--- src/rtl/beta_dac_pkg.sv ---
// Shared constants, types and helpers for the 6-element unary Beta DAC path.
package beta_dac_pkg;

  localparam int unsigned NUM_ELEM     = 6;
  localparam int unsigned CODE_W       = 3;
  localparam logic [2:0]  CODE_MAX     = 3'd6;
  localparam logic [2:0]  CODE_ILLEGAL = 3'd7;

  typedef enum logic {
    MODE_STATIC = 1'b0,
    MODE_DWA    = 1'b1
  } mode_e;

  typedef struct packed {
    logic [5:0] elem;
    logic [2:0] ptr;
  } sel_t;

  // Thermometer code: the n LSBs set; anything above CODE_MAX yields zero.
  function automatic logic [5:0] therm6(input logic [2:0] code);
    logic [5:0] t;
    t = '0;
    case (code)
      3'd0:    t = 6'b000000;
      3'd1:    t = 6'b000001;
      3'd2:    t = 6'b000011;
      3'd3:    t = 6'b000111;
      3'd4:    t = 6'b001111;
      3'd5:    t = 6'b011111;
      3'd6:    t = 6'b111111;
      default: t = 6'b000000;
    endcase
    return t;
  endfunction

  // Rotate a 6-bit vector left by 0..5; out-of-range shifts pass through.
  function automatic logic [5:0] rotl6(input logic [5:0] vec, input logic [2:0] sh);
    logic [5:0] r;
    r = vec;
    case (sh)
      3'd1:    r = {vec[4:0], vec[5]};
      3'd2:    r = {vec[3:0], vec[5:4]};
      3'd3:    r = {vec[2:0], vec[5:3]};
      3'd4:    r = {vec[1:0], vec[5:2]};
      3'd5:    r = {vec[0],   vec[5:1]};
      default: r = vec;
    endcase
    return r;
  endfunction

endpackage

--- src/rtl/dwa_rotator6_beta_if.sv ---
// Sample/output bundle between the Beta code source, the DWA selector and the elements.
interface dwa_rotator6_beta_if;
  import beta_dac_pkg::*;

  logic       en;
  logic [2:0] code_in;
  logic       mode;
  logic       err_clr;
  logic [5:0] elem_out;
  logic       out_valid;
  logic [2:0] ptr;
  logic       code_err;

  modport master (
    output en, code_in, mode, err_clr,
    input  elem_out, out_valid, ptr, code_err
  );

  modport slave (
    input  en, code_in, mode, err_clr,
    output elem_out, out_valid, ptr, code_err
  );
endinterface

--- src/rtl/dwa_sel6_comb.sv ---
// Combinational element selection: next element enables and next pointer.
module dwa_sel6_comb
  import beta_dac_pkg::*;
(
  input  logic [2:0] code,
  input  logic [2:0] ptr,
  input  mode_e      mode,
  output sel_t       sel
);

  logic [3:0] sum;
  logic [2:0] ptr_wrap;

  // Pointer advance modulo 6 with a single compare/subtract on a 4-bit sum.
  always_comb begin
    sum      = {1'b0, ptr} + {1'b0, code};
    ptr_wrap = (sum >= 4'd6) ? 3'(sum - 4'd6) : sum[2:0];
  end

  // Select elements: illegal -> none, static -> thermometer, DWA -> rotated thermometer.
  always_comb begin
    sel.elem = '0;
    sel.ptr  = ptr;
    if (code == CODE_ILLEGAL) begin
      sel.elem = '0;
      sel.ptr  = ptr;
    end else if (mode == MODE_DWA) begin
      sel.elem = rotl6(therm6(code), ptr);
      sel.ptr  = ptr_wrap;
    end else begin
      sel.elem = therm6(code);
      sel.ptr  = ptr;
    end
  end

endmodule

--- src/rtl/dwa_rotator6_beta.sv ---
// DWA element selector for the 6-element Beta DAC: sample register, selection, output registers.
module dwa_rotator6_beta
  import beta_dac_pkg::*;
#(
  parameter logic [2:0] PTR_INIT = 3'd0
) (
  input logic                 clk,
  input logic                 rst,
  dwa_rotator6_beta_if.slave  bus
);

  logic       s_vld;
  logic [2:0] s_code;
  mode_e      s_mode;
  logic       s_clr;

  logic [5:0] elem_q;
  logic       valid_q;
  logic [2:0] ptr_q;
  logic       err_q;

  sel_t       sel;

  // Sample stage; err_clr travels with the sample so clear/set ordering follows input order.
  always_ff @(posedge clk) begin
    if (rst) begin
      s_vld  <= 1'b0;
      s_code <= '0;
      s_mode <= MODE_STATIC;
      s_clr  <= 1'b0;
    end else begin
      s_vld <= bus.en;
      s_clr <= bus.err_clr;
      if (bus.en) begin
        s_code <= bus.code_in;
        s_mode <= mode_e'(bus.mode);
      end
    end
  end

  dwa_sel6_comb u_sel (
    .code (s_code),
    .ptr  (ptr_q),
    .mode (s_mode),
    .sel  (sel)
  );

  // Output stage: element enables, pointer, valid strobe and sticky error (set beats clear).
  always_ff @(posedge clk) begin
    if (rst) begin
      elem_q  <= '0;
      valid_q <= 1'b0;
      ptr_q   <= PTR_INIT;
      err_q   <= 1'b0;
    end else begin
      valid_q <= s_vld;
      if (s_vld) begin
        elem_q <= sel.elem;
        ptr_q  <= sel.ptr;
      end
      if (s_vld && (s_code == CODE_ILLEGAL)) begin
        err_q <= 1'b1;
      end else if (s_clr) begin
        err_q <= 1'b0;
      end
    end
  end

  assign bus.elem_out  = elem_q;
  assign bus.out_valid = valid_q;
  assign bus.ptr       = ptr_q;
  assign bus.code_err  = err_q;

endmodule

--- src/flat_wrapper.sv ---
// flat-port wrapper written by rule: the top's interface ports become plain ports
module dwa_rotator6_beta_flat import beta_dac_pkg::*;
#(
  parameter logic [2:0] PTR_INIT = 3'd0
)
  (clk, rst, bus_en, bus_code_in, bus_mode, bus_err_clr, bus_elem_out, bus_out_valid, bus_ptr, bus_code_err);
  dwa_rotator6_beta_if bus_i ();
  input logic clk;
  input logic rst;
  input wire logic [$bits(bus_i.en)-1:0] bus_en;
  input wire logic [$bits(bus_i.code_in)-1:0] bus_code_in;
  input wire logic [$bits(bus_i.mode)-1:0] bus_mode;
  input wire logic [$bits(bus_i.err_clr)-1:0] bus_err_clr;
  output wire logic [$bits(bus_i.elem_out)-1:0] bus_elem_out;
  output wire logic [$bits(bus_i.out_valid)-1:0] bus_out_valid;
  output wire logic [$bits(bus_i.ptr)-1:0] bus_ptr;
  output wire logic [$bits(bus_i.code_err)-1:0] bus_code_err;
  assign bus_i.en = bus_en;
  assign bus_i.code_in = bus_code_in;
  assign bus_i.mode = bus_mode;
  assign bus_i.err_clr = bus_err_clr;
  assign bus_elem_out = bus_i.elem_out;
  assign bus_out_valid = bus_i.out_valid;
  assign bus_ptr = bus_i.ptr;
  assign bus_code_err = bus_i.code_err;
  dwa_rotator6_beta #(.PTR_INIT(PTR_INIT)) u_core (.clk(clk), .rst(rst), .bus(bus_i));
endmodule
--- config.mk ---
export PLATFORM = sky130hd
export DESIGN_NAME = dwa_rotator6_beta_flat
export DESIGN_NICKNAME = d
export VERILOG_FILES = /design/src/rtl/beta_dac_pkg.sv /design/src/rtl/dwa_rotator6_beta_if.sv /design/src/rtl/dwa_sel6_comb.sv /design/src/rtl/dwa_rotator6_beta.sv /design/src/flat_wrapper.sv
export SDC_FILE = /design/constraint.sdc
export NUM_CORES = 1
export LEC_CHECK = 0
export ABC_CLOCK_PERIOD_IN_PS = 1970
export BUFFER_PORTS_ARGS = -buffer_cell sky130_fd_sc_hd__buf_2
export CAP_MARGIN = 10
export CORE_UTILIZATION = 56
export CTS_BUF_LIST = sky130_fd_sc_hd__clkbuf_16
export CTS_CLUSTER_DIAMETER = 50
export DETAILED_ROUTE_END_ITERATION = 10
export MAX_ROUTING_LAYER = met4
export PLACE_DENSITY = 0.77
export SYNTH_ARGS = -nofsm -noshare
export SYNTH_HDL_FRONTEND = slang
export SYNTH_HIERARCHICAL = 1
export SYNTH_SLANG_ARGS = --single-unit
--- constraint.sdc ---
create_clock -name clk -period 1.97 [get_ports clk]
set_input_delay 0.0985 -clock clk [delete_from_list [all_inputs] [get_ports clk]]
set_output_delay 0.0985 -clock clk [all_outputs]
set_load 0.03 [all_outputs]
# == After elaboration in Yosys (flattened, before gate mapping) ==
# Cells that the tools add are included.
# word_totals
wordCells,34
in_bits,8
ff_bits,17
# classes
reduce_logical,3
bitwise,1
add_sub_neg,2
n_eq_ne,12
order_cmp,1
muxes,7
# ops
operator,n
case mux 6 bit (6 select lines),1
case mux 6 bit (5 select lines),1
== test 3 bit (second input constant),6
2-to-1 mux 9 bit,2
== test 3 x 2 -> 1 bit (second input constant),4
== test 3 x 1 -> 1 bit (second input constant),2
adder 3 x 3 -> 4 bit,1
>= comparator 4 x 3 -> 1 bit (second input constant),1
2-to-1 mux 3 bit,1
AND reduction 3 bit,1
subtractor 3 bit (second input constant),1
2-to-1 mux 1 bit,2
nonzero test 2 bit,1
logical AND 1 bit,1
NOT 1 bit,1

# == Logic depth before layout (Yosys ltp) ==
# depth
word_depth,5
mapped_depth,8
mapped_depth_nobuf,8

# == By module ==
# Netlist, hierarchy kept.
# by_module_without_submodules
module,n_inst,seq_area_each_um2,area_each_um2,cells_each
dwa_sel6_comb,1,0.0,743.2,109
dwa_rotator6_beta,1,340.3,594.3,53

# == Least setup slack after synthesis ==
# Ideal clock, no wire load.
# synth_path
path_type,register to register
start,"register u_core.ptr_q[1], in the netlist u_core/bus.ptr[1]"
end,"register u_core.ptr_q[1], in the netlist u_core/bus.ptr[1]"
required_ns,1.905
arrival_ns,1.852
period_less_slack_ns,1.918
path_stages_with_launch,8
setup_ns,0.065
path_slack_ns,0.052
cell_sequence,dfxtp_1 -> ha_1 -> a21o_1 -> a21oi_1 -> mux2_2 -> o21ai_0 -> mux2i_1 -> nor2_1
# synth_via
elab_chain_len,3
word_cells_on_any_way,4
classes_between,add/sub (2); order compare (1); mux (1)
# synth_lines
element,line,source
"start, declared",dwa_rotator6_beta.sv:19,logic [2:0] ptr_q;
"start signal, assigned",dwa_rotator6_beta.sv:59,ptr_q <= sel.ptr;
adder 3 x 3 -> 4 bit *,dwa_sel6_comb.sv:16,"sum = {1'b0, ptr} + {1'b0, code};"
>= comparator 4 x 3 -> 1 bit or subtractor 3 bit (tied branches),dwa_sel6_comb.sv:17,ptr_wrap = (sum >= 4'd6) ? 3'(sum - 4'd6) : sum[2:0];
2-to-1 mux 3 bit *,dwa_sel6_comb.sv:17,
# Every way passes the cells marked *; elsewhere a longest branch is shown, timed or not.
# A chain may end at the register's enable or synchronous reset.

# == Worst setup path in the final report ==
# layout_path
start,register u_core.s_code[1]
end,"register u_core.ptr_q[1], in the netlist u_core/bus.ptr[1]"
# layout_via
elab_chain_len,3
word_cells_on_any_way,7
classes_between,add/sub (2); order compare (1); eq/ne (1); mux (1); bitwise (1); reduce/logical (1)
# layout_lines
element,line,source
"start, declared",dwa_rotator6_beta.sv:13,logic [2:0] s_code;
"start signal, assigned",dwa_rotator6_beta.sv:35,s_code <= bus.code_in;
adder 3 x 3 -> 4 bit or == test 3 bit (tied branches),"dwa_sel6_comb.sv:16, dwa_sel6_comb.sv:24",
>= comparator 4 x 3 -> 1 bit (tied with other cells),dwa_sel6_comb.sv:17,
2-to-1 mux 3 bit or AND reduction 3 bit (tied branches),--,
# Several ways; a longest one is shown, not always the timed one.

==> metrics.md <==
| Metric | Value |
|---|---|
| Site row count | `17` |
| Post-synthesis register bit count | `17` |
| Largest family of logic cells by synthesized area | `compound AO/OA/AOI/OAI gates` |
| Routed len/inst | `14.9 µm` |
| Worst EP arrival | `2.03 ns` |
| Status | `complete, no violations` |
| Congestion Overflow GR | `0` |
| RR Endpoint | `u_core/bus.ptr[1]` |
| Root Buffer | `clkbuf_16` |
| Initial Util | `59.9%` |
| R2R cell count | `7` |
| CP peak stage delay | `0.45 ns` |
| Synth Area in Compound Gates | `25.3%` |
| Post-synth EDFFs | `0` |
| First-pass GRT wire length | `5.06 mm` |
| Routed WL | `3.09 mm` |
| Hpwl dp | `2.17 mm` |
| CP top delay family | `compound AO/OA/AOI/OAI gates` |
| Slew @ Worst Pin | `0.588 ns` |
| Period utilization | `93.9%` |
| Main area contributors after synthesis | `dfxtp_1 25%, mux2i_1 9.7%, nor2_1 6.5%, o21ai_0 4.5%, buf_2 3.7%` |
| Final GP Congestion | `0.861` |
| H-tree depth | `1` |
| Port bufs | `18` |
| DRT antenna net count | `0` |
| Clk_skew | `0.00277 ns` |
| Hold Violations, Final | `0` |
| Die Y | `50.9 µm` |
| HP Class | `in -> reg` |
| WP depth | `7` |
| Die Wd | `50.9 µm` |
| CTS Buf Count | `3` |
| Vias in the first global route | `1,119` |
| RR Startpoint | `u_core/s_code[1]` |
| Dominant cell type by area after synthesis | `dfxtp_1` |
| CP endpoint | `u_core/bus.ptr[1]` |
| R2r setup slk | `0.12 ns` |
| Yosys warning count | `6` |
| Synthesized area | `0.00134 mm²` |
| CP cell instances | `ha_1 -> a21o_1 -> a21oi_1 -> mux2_2 -> o21ai_1 -> mux2i_1 -> nor2_1` |
| Syn Inst Count | `162` |
| Fill cell count | `179` |
| Worst setup SP type | `register` |
| Area of the multi-input gates | `903 µm²` |
| Worst skew pair latency | `0.25 ns` |
| Vias per std cell | `6.07` |
| Multiplexer share of the synthesized area | `11.4%` |
| N_diodes | `0` |
| Required @ worst endpoint | `2.15 ns` |
| Antenna violations before repair | `0` |
| Final setup violation count | `0` |
| Drt pass-1 iters | `4` |
| CTS tree | `built` |
| CP Capture Type | `register` |
| Layout cells sized above 1 | `25.7%` |
| Lkg Pwr | `0.654 nW` |
| Worst-path clk slew | `0.05 ns` |
| Area grow syn2layout | `15.7%` |
| Largest net degree at the start of global routing | `21` |
| Post-CTS setup buffers | `0` |
| Top FF cell, synth | `dfxtp_1` |
| CP bufs+invs | `0` |
| Sinks on Clock Net | `17` |
| Final nets | `192` |
| Synth Area in XOR/XNOR | `1.31%` |
| CP max stage cell | `dfxtp_1` |
| Count of cell types in the netlist | `50` |
| Pwr dens | `585 mW/mm²` |
| Sequential cell area | `342 µm²` |
| Post-synth net total | `174` |
| Commonest cells after routing, fill and taps aside | `23 x nor2_1, 18 x buf_2, 16 x dfxtp_1` |
| Critical path type | `reg -> reg` |
| Min cycle time layout | `1.85 ns` |
| DR iter-0 viols | `25` |
| Synth Area in Adders | `4.30%` |
| Sequential area share after synthesis | `25.4%` |
| Max Clk Rate | `541 MHz` |
| Finished Layout Cells | `207` |
| RSZ-0062 raised after global routing | `false` |
| Yosys top cell area share | `25.4%` |
| Core area | `0.00223 mm²` |
| Simple logic cell fraction of the synthesized area | `24.5%` |
| Post-synth ARST share | `0%` |
| Commonest non-fill, non-tap cell in the layout | `nor2_1` |
| Worst setup path startpoint | `u_core/s_code[1]` |
| Clock Path Buffers | `2` |
| Maxcap violations | `0` |
| Max Slew Vio Count | `0` |
| Die Area | `0.00259 mm²` |
| Worst slew margin | `60.8%` |
| Total track usage | `26.7%` |
| IR drop worst, VDD | `0.704 mV` |
| Inst Count DP | `203` |
| Worst-path maximum fanout | `5` |
| Avg Cell Area, Syn | `8.26 µm²` |
| I/O Pins | `19` |
| DR DRC count | `0` |
| Setup tns final | `0 ns` |
| Total number of vias | `1,256` |
==> cells in the mapped netlist (2+ instances only) <==
master and n:
nor2_1 23, dfxtp_1 17, mux2i_1 13, o21ai_0 12, buf_2 10, nor2b_1 8, nand2_1 6, nand2b_1 5
a21oi_1 4, o31ai_1 4, a21boi_0 3, buf_4 3, ha_1 3, nor3_1 3, o21a_1 3, a21o_1 2
a31oi_1 2, buf_6 2, mux2_2 2, nand3_1 2, nor3b_1 2, o2111ai_1 2, o211ai_1 2, o21ba_2 2
xnor2_1 2
==> final cells by class <==
cell class / count / share of cell area (%)
sequential: 17 / 22.1
timing repair buffer: 29 / 12.0
multi-input combinational: 128 / 58.4
inverter: 1 / 0.243
tap: 28 / 2.26
clock inverter: 1 / 0.243
clock buffer: 3 / 4.85
==> routing by layer <==
metal / wire length, µm / vias to the layer above / track usage, %
met4: 45 / 0 / 11.1
met2: 1520 / 26 / 43.3
li1: - / 622 / -
met1: 1430 / 602 / 33.7
met3: 89 / 6 / 3.27
met5: 0 / - / -
==> metrics by stage <==
| step | total power, mW | setup slack, ns | hold slack (ns) | area (µm²) | utilization (%) |
|---|---|---|---|---|---|
| 2_1_floorplan | 0.481 | 0.0524 | 0.227 | 1340 | - |
| 4_1_cts | 0.907 | 0.0161 | 0.0641 | 1540 | 68.8 |
| 3_3_place_gp | 0.510 | 0.167 | 0.311 | 1460 | 65.3 |
| 5_1_grt | 0.941 | 0.0138 | 0.0741 | 1550 | 69.3 |
| 3_5_place_dp | 0.515 | 0.0294 | 0.319 | 1460 | 65.3 |
| 6_report | 0.905 | 0.120 | 0.0601 | 1550 | 69.3 |
==> cells by family (layout without fill, tap and decap cells) <==
kind of cell | Yosys count | in the layout
xor+xnor | 2 | 2
flops | 17 | 17
simple gates | 60 | 60
buf+inv | 17 | 34
compound gates | 47 | 47
mux | 15 | 15
fa+ha+maj | 4 | 4
==> registers in the layout, summed over array words and instances (netlist names) <==
signal,count
u_core/bus.elem_out,6
u_core/bus.out_valid,1
u_core/s_vld,1
u_core/s_clr,1
u_core/bus.code_err,1
u_core/s_code,3
u_core/bus.ptr,3
u_core/s_mode,1
==> how the worst min path moves through the flow <==
stage                     cells past startpoint      endpoint  slack (ns)        start
after detailed placement                      2  u_core/s_clr        0.32  bus_err_clr
after global routing                          2  u_core/s_clr        0.07  bus_err_clr
after global placement                        2  u_core/s_clr        0.31  bus_err_clr
final                                         2  u_core/s_clr        0.06  bus_err_clr
after CTS                                     2  u_core/s_clr        0.06  bus_err_clr
after floorplan                               1  u_core/s_clr        0.23  bus_err_clr
==> where the power goes <==
group          internal, mW  switching [mW]
Clock                 0.269           0.122
Combinational        0.0620          0.0790
Sequential            0.357          0.0160
Total                 0.688           0.217
==> what timing repair did <==
action | 4_1_cts | 5_1_grt
resized for setup | 0 | 4
hold buffers | 0 | 0
setup endpoints to repair | 0 | 2
Note: power is estimated with default switching activity, not from simulation.
